### src/rtl/svc_rv_bpred_btb_if.sv
// Fetch/execute-side bundle for the BTB branch predictor: lookup request,
// registered prediction, resolved-branch update and init status.
interface svc_rv_bpred_btb_if #(
    parameter int XLEN  = 32,
    parameter int IDX_W = 6
);
    logic             lookup_en;
    logic [XLEN-1:0]  lookup_pc;
    logic             pred_valid;
    logic             pred_taken;
    logic             pred_hit;
    logic [XLEN-1:0]  pred_target;
    logic [IDX_W-1:0] pred_idx;
    logic             upd_en;
    logic [XLEN-1:0]  upd_pc;
    logic [IDX_W-1:0] upd_idx;
    logic             upd_taken;
    logic [XLEN-1:0]  upd_target;
    logic             init_busy;

    modport master (
        output lookup_en, lookup_pc, upd_en, upd_pc, upd_idx, upd_taken, upd_target,
        input  pred_valid, pred_taken, pred_hit, pred_target, pred_idx, init_busy
    );

    modport slave (
        input  lookup_en, lookup_pc, upd_en, upd_pc, upd_idx, upd_taken, upd_target,
        output pred_valid, pred_taken, pred_hit, pred_target, pred_idx, init_busy
    );
endinterface

### src/rtl/svc_rv_bpred_btb.sv
// Direct-mapped BTB with per-entry saturating direction counters and an init sweep.
// Optional gshare indexing is enabled by defining SVC_RV_BPRED_GSHARE_EN.
module svc_rv_bpred_btb #(
    parameter int XLEN  = 32,
    parameter int IDX_W = 6,
    parameter int TAG_W = 8,
    parameter int CNT_W = 2,
    parameter int GHR_W = 6
) (
    input logic               clk,
    input logic               rst_n,
    svc_rv_bpred_btb_if.slave bp
);
    localparam int DEPTH = 1 << IDX_W;
    localparam logic [CNT_W-1:0] CNT_MAX = '1;
    localparam logic [CNT_W-1:0] CNT_WNT = CNT_W'((1 << (CNT_W - 1)) - 1);
    localparam logic [CNT_W-1:0] CNT_WT  = CNT_W'(1 << (CNT_W - 1));

    typedef enum logic {INIT, RUN} state_t;

    state_t           state;
    logic [IDX_W-1:0] ptr;
    logic             busy_r;

    logic             ent_valid  [DEPTH];
    logic [TAG_W-1:0] ent_tag    [DEPTH];
    logic [XLEN-1:0]  ent_target [DEPTH];
    logic [CNT_W-1:0] ent_cnt    [DEPTH];

    logic             vld_p1;
    logic             taken_p1;
    logic             hit_p1;
    logic [XLEN-1:0]  target_p1;
    logic [IDX_W-1:0] idx_p1;

    function automatic logic [CNT_W-1:0] cnt_inc(input logic [CNT_W-1:0] c);
        return (c == CNT_MAX) ? c : c + CNT_W'(1);
    endfunction

    function automatic logic [CNT_W-1:0] cnt_dec(input logic [CNT_W-1:0] c);
        return (c == '0) ? c : c - CNT_W'(1);
    endfunction

    logic [IDX_W-1:0] lk_idx;
    logic [TAG_W-1:0] lk_tag;
    logic             lk_hit;
    logic [TAG_W-1:0] up_tag;
    logic             up_hit;
    logic             unused_pc;

`ifdef SVC_RV_BPRED_GSHARE_EN
    logic [GHR_W-1:0] ghr;

    // History advances only on resolved branches, so it is never speculative.
    always_ff @(posedge clk or negedge rst_n) begin
        if (!rst_n) begin
            ghr <= '0;
        end else if (state == RUN && bp.upd_en) begin
            ghr <= (ghr << 1) | GHR_W'(bp.upd_taken);
        end
    end

    assign lk_idx = bp.lookup_pc[IDX_W+1:2] ^ IDX_W'(ghr);
`else
    assign lk_idx = bp.lookup_pc[IDX_W+1:2];
`endif

    assign lk_tag    = bp.lookup_pc[IDX_W+2 +: TAG_W];
    assign lk_hit    = (state == RUN) && ent_valid[lk_idx] && (ent_tag[lk_idx] == lk_tag);
    assign up_tag    = bp.upd_pc[IDX_W+2 +: TAG_W];
    assign up_hit    = ent_valid[bp.upd_idx] && (ent_tag[bp.upd_idx] == up_tag);
    assign unused_pc = ^{bp.lookup_pc, bp.upd_pc};

    always_ff @(posedge clk or negedge rst_n) begin
        if (!rst_n) begin
            state  <= INIT;
            ptr    <= '0;
            busy_r <= 1'b1;
        end else if (state == INIT) begin
            ptr <= ptr + IDX_W'(1);
            if (ptr == IDX_W'(DEPTH - 1)) begin
                state  <= RUN;
                busy_r <= 1'b0;
            end
        end
    end

    // Table storage: no reset, cleared by the sweep. Nonblocking writes give
    // read-first behaviour against a same-cycle lookup.
    always_ff @(posedge clk) begin
        if (state == INIT) begin
            ent_valid[ptr] <= 1'b0;
            ent_cnt[ptr]   <= CNT_WNT;
        end else if (bp.upd_en) begin
            if (up_hit) begin
                if (bp.upd_taken) begin
                    ent_cnt[bp.upd_idx]    <= cnt_inc(ent_cnt[bp.upd_idx]);
                    ent_target[bp.upd_idx] <= bp.upd_target;
                end else begin
                    ent_cnt[bp.upd_idx] <= cnt_dec(ent_cnt[bp.upd_idx]);
                end
            end else if (bp.upd_taken) begin
                ent_valid[bp.upd_idx]  <= 1'b1;
                ent_tag[bp.upd_idx]    <= up_tag;
                ent_target[bp.upd_idx] <= bp.upd_target;
                ent_cnt[bp.upd_idx]    <= CNT_WT;
            end
        end
    end

    // IF -> ID boundary: prediction registered one cycle after lookup.
    always_ff @(posedge clk or negedge rst_n) begin
        if (!rst_n) begin
            vld_p1    <= 1'b0;
            taken_p1  <= 1'b0;
            hit_p1    <= 1'b0;
            target_p1 <= '0;
            idx_p1    <= '0;
        end else begin
            vld_p1 <= bp.lookup_en;
            if (bp.lookup_en) begin
                hit_p1    <= lk_hit;
                taken_p1  <= lk_hit && ent_cnt[lk_idx][CNT_W-1];
                target_p1 <= lk_hit ? ent_target[lk_idx] : '0;
                idx_p1    <= lk_idx;
            end
        end
    end

    assign bp.pred_valid  = vld_p1;
    assign bp.pred_taken  = taken_p1;
    assign bp.pred_hit    = hit_p1;
    assign bp.pred_target = target_p1;
    assign bp.pred_idx    = idx_p1;
    assign bp.init_busy   = busy_r;
endmodule
### src/flat_wrapper.sv
// flat-port wrapper written by rule: the top's interface ports become plain ports
module svc_rv_bpred_btb_flat 
#(
    parameter int XLEN  = 32,
    parameter int IDX_W = 6,
    parameter int TAG_W = 8,
    parameter int CNT_W = 2,
    parameter int GHR_W = 6
)
  (clk, rst_n, bp_lookup_en, bp_lookup_pc, bp_upd_en, bp_upd_pc, bp_upd_idx, bp_upd_taken, bp_upd_target, bp_pred_valid, bp_pred_taken, bp_pred_hit, bp_pred_target, bp_pred_idx, bp_init_busy);
  svc_rv_bpred_btb_if #(.XLEN(XLEN), .IDX_W(IDX_W)) bp_i ();
  input logic clk;
  input logic rst_n;
  input wire logic [$bits(bp_i.lookup_en)-1:0] bp_lookup_en;
  input wire logic [$bits(bp_i.lookup_pc)-1:0] bp_lookup_pc;
  input wire logic [$bits(bp_i.upd_en)-1:0] bp_upd_en;
  input wire logic [$bits(bp_i.upd_pc)-1:0] bp_upd_pc;
  input wire logic [$bits(bp_i.upd_idx)-1:0] bp_upd_idx;
  input wire logic [$bits(bp_i.upd_taken)-1:0] bp_upd_taken;
  input wire logic [$bits(bp_i.upd_target)-1:0] bp_upd_target;
  output wire logic [$bits(bp_i.pred_valid)-1:0] bp_pred_valid;
  output wire logic [$bits(bp_i.pred_taken)-1:0] bp_pred_taken;
  output wire logic [$bits(bp_i.pred_hit)-1:0] bp_pred_hit;
  output wire logic [$bits(bp_i.pred_target)-1:0] bp_pred_target;
  output wire logic [$bits(bp_i.pred_idx)-1:0] bp_pred_idx;
  output wire logic [$bits(bp_i.init_busy)-1:0] bp_init_busy;
  assign bp_i.lookup_en = bp_lookup_en;
  assign bp_i.lookup_pc = bp_lookup_pc;
  assign bp_i.upd_en = bp_upd_en;
  assign bp_i.upd_pc = bp_upd_pc;
  assign bp_i.upd_idx = bp_upd_idx;
  assign bp_i.upd_taken = bp_upd_taken;
  assign bp_i.upd_target = bp_upd_target;
  assign bp_pred_valid = bp_i.pred_valid;
  assign bp_pred_taken = bp_i.pred_taken;
  assign bp_pred_hit = bp_i.pred_hit;
  assign bp_pred_target = bp_i.pred_target;
  assign bp_pred_idx = bp_i.pred_idx;
  assign bp_init_busy = bp_i.init_busy;
  svc_rv_bpred_btb #(.XLEN(XLEN), .IDX_W(IDX_W), .TAG_W(TAG_W), .CNT_W(CNT_W), .GHR_W(GHR_W)) u_core (.clk(clk), .rst_n(rst_n), .bp(bp_i));
endmodule
### config.mk
export PLATFORM = sky130hd
export DESIGN_NAME = svc_rv_bpred_btb_flat
export DESIGN_NICKNAME = d
export VERILOG_FILES = /design/src/rtl/svc_rv_bpred_btb_if.sv /design/src/rtl/svc_rv_bpred_btb.sv /design/src/flat_wrapper.sv
export SDC_FILE = /design/constraint.sdc
export NUM_CORES = 2
export LEC_CHECK = 0
export BUFFER_PORTS_ARGS = -buffer_cell sky130_fd_sc_hd__buf_2
export CORE_UTILIZATION = 35
export DETAILED_ROUTE_END_ITERATION = 12
export PLACE_DENSITY = 0.59
export REMOVE_ABC_BUFFERS = 1
export SETUP_SLACK_MARGIN = 0.05
export SYNTH_ARGS = -nofsm -noshare
export SYNTH_HDL_FRONTEND = slang
export SYNTH_SLANG_ARGS = --single-unit
### constraint.sdc
create_clock -name clk -period 15.94 [get_ports clk]
set_clock_uncertainty 0.2 [all_clocks]
set_input_delay 1.594 -clock clk [delete_from_list [all_inputs] [get_ports clk]]
set_output_delay 1.594 -clock clk [all_outputs]
set_load 0.005 [all_outputs]
==> run metrics <==
Post-Synth Adder-Cell Area 0.000110; leakage 39.5 nW; initial antenna violation count 25; Tcrit/Tclk final 0.499; leading area contributor after synthesis edfxtp_1; Top FF cell, synth edfxtp_1; Simple-Gate Fraction of Synth Area 0.0183; Die Y 572 um; gp weighted congestion 0.845; setup TNS 0 ns; Post-Syn Area per Cell 22.0 um^2; Pwr Density 120 nW/um^2; CTS tree yes; CP Launch Type input port; I/O Pins 149; Fmax 126 MHz; Post-Synthesis Cell Area 114,000 um^2; DR DRC count 0; post-synth top area share 0.727; Hold WC Path Type reg2reg; number of synthesized register bits 2,801; Layout Nets 5,521; total core area 322,000 um^2; placed cell count 9,426; I/O Buffers 106; maximum VDD drop 0.000117 V; multiplexer share of the synthesized area 0.204; share of cells above drive strength 1 0.316; clock latency on the worst-skew pair 0.86 ns; P&R area growth vs syn 14.1%; DRT antenna net count 0; Max Root-Sink Buffers 4; most frequent cells after synthesis edfxtp_1, mux4_2, mux2i_1; GRT Resource Usage Total 0.197; Die Width 572 um; WL per Instance 32.8 um; Setup violations, final 0; die area 327,000 um^2; CTS root buf clkbuf_16; Slew Limit Fails 0; initial core utilization 0.353; complex-gate fraction of the synthesized area 0.0236; yosys synthesis warning count 0; setup bufs post-CTS 0; FFs w/ async S/R, synth 0.0175; final worst path period need 7.96 ns; critical path type in2reg; standard-cell row count 208; Least-Margin Pin Slew 1.34 ns; Fillers 28,400; maxcap violations 0; Fin. Hold Viols 0; initial drt markers 7,535; Hold Slack 0.278 ns; Cells after Synth 5,162; Num CTS Buffers 290; XOR/XNOR Fraction of Synth Area 0.00131; Clk pin slew, worst setup/hold paths 0.06 ns; r2r setup slk 10.64 ns; Max-slew headroom 0.0997; Worst setup EP type register; top-count cell post-synth edfxtp_1; DP HPWL 174 mm; status complete, no violations; global route overflow 0; Required @ worst endpoint 16.20 ns; RSZ-0062 raised after global routing false; first-pass GRT wire length 455 mm; Via Count 58,000; Post-synth EDFFs 2,752; first drt pass iteration count 6; Yosys cell types 66; H-tree depth 5; largest cells by area after synthesis edfxtp_1, mux4_2, mux2i_1; largest family of logic cells by synthesized area multiplexers; CTS hold repair buffers 0; largest net degree at the start of global routing 104; Routed WL 326 mm; Vias/cell 5.83; vias in the first global route 58,300; CP max FO 103; Resized cells post-CTS 0; number of clock sinks 2,801; Final Instance Count excl. Fillers 9,946; Arr. time, crit path 8.22 ns; sequential-to-total area share from yosys stat 0.738
final cells by class:
type,count,area [um^2],area share
Inverter,5,18.8,0.000145
Clock inverter,156,1610,0.0124
Antenna cell,9,22.5,0.000174
Multi-Input combinational cell,2007,28800,0.222
Sequential cell,2801,83900,0.647
Tap cell,4305,5390,0.0415
Clock buffer,355,7760,0.0599
Timing Repair Buffer,308,2160,0.0167
where the power goes:
group | total, W | internal [W] | switching [W]
Combinational | 0.000757 | 0.000301 | 0.000455
Clock | 0.00679 | 0.00398 | 0.00281
Sequential | 0.00808 | 0.00808 | 0.000000764
Total | 0.0156 | 0.0124 | 0.00327
state kept, by name, summed over array words and instances (netlist names):
register               count
u_core.ent_cnt           128
u_core.bp.pred_valid       1
u_core.ent_tag           512
u_core.ent_target       2048
u_core.bp.pred_hit         1
u_core.ptr                 6
u_core.bp.init_busy        1
u_core.bp.pred_idx         6
u_core.bp.pred_target     32
u_core.bp.pred_taken       1
u_core.ent_valid          64
u_core.state               1
stage by stage:
step           worst slack [ns]   util  total power (W)  instance area [um^2]
2_1_floorplan              7.49      -          0.00857                112000
3_3_place_gp               7.25  0.373          0.00898                120000
3_5_place_dp               7.21  0.373          0.00900                120000
4_1_cts                    8.13  0.402           0.0157                130000
5_1_grt                    7.74  0.402           0.0160                130000
6_report                   7.98  0.402           0.0156                130000
cell families (layout without fill, tap and decap cells):
family                   after synthesis  after routing
XOR/XNOR                              17             17
buffers and inverters                354            824
AO/OA/AOI/OAI                        375            375
flip-flops                          2801           2801
adder cells (fa/ha/maj)                1              1
other                                  0              9
multiplexers                        1170           1170
AND/OR/NAND/NOR                      444            444
worst max-delay path, cell delays in order:
cell	delay, ns
buf_8	0.58
buf_12	0.64
buf_4	0.84
inv_1	0.52
buf_4	0.40
a221oi_1	0.61
o211ai_1	0.15
nor4b_1	0.38
xnor2_1	0.14
nor2_1	0.15
and4b_2	0.81
o2111ai_1	0.72
o22ai_1	0.53
worst paths after layout:
| kind | start | cells after the start | endpoint |
|---|---|---|---|
| max in group asynchronous | rst_n | 2 | u_core.ptr[1] |
| max | bp_upd_idx[0] | 13 | u_core.ent_cnt[6][0] |
| min reg2reg | u_core.bp.pred_hit | 1 | u_core.bp.pred_hit |
| min | u_core.bp.pred_hit | 1 | u_core.bp.pred_hit |
| min in group asynchronous | rst_n | 1 | u_core.bp.pred_target[2] |
| max reg2reg | u_core.ent_tag[14][6] | 9 | u_core.ent_cnt[6][0] |
layer usage:
metal / vias to the layer above / share of wire / GRT usage
li1: 22700 / - / -
met2: 3056 / 0.47 / 0.314
met4: 18 / 0.030 / 0.0580
met5: - / 0.00034 / 0
met1: 31500 / 0.40 / 0.272
met3: 615 / 0.093 / 0.0435
cell usage in the layout (no fill, tap or decap), types with 62 or more instances in the layout:
master	instances
edfxtp_1	2752
nor2_4	65
o22ai_1	63
buf_4	201
clkbuf_16	297
buf_2	97
a22oi_1	85
nand2_1	63
mux4_2	917
mux2i_1	209
clkinv_1	62
nor2_1	120
No activity file was read; power rests on OpenSTA's default activity.
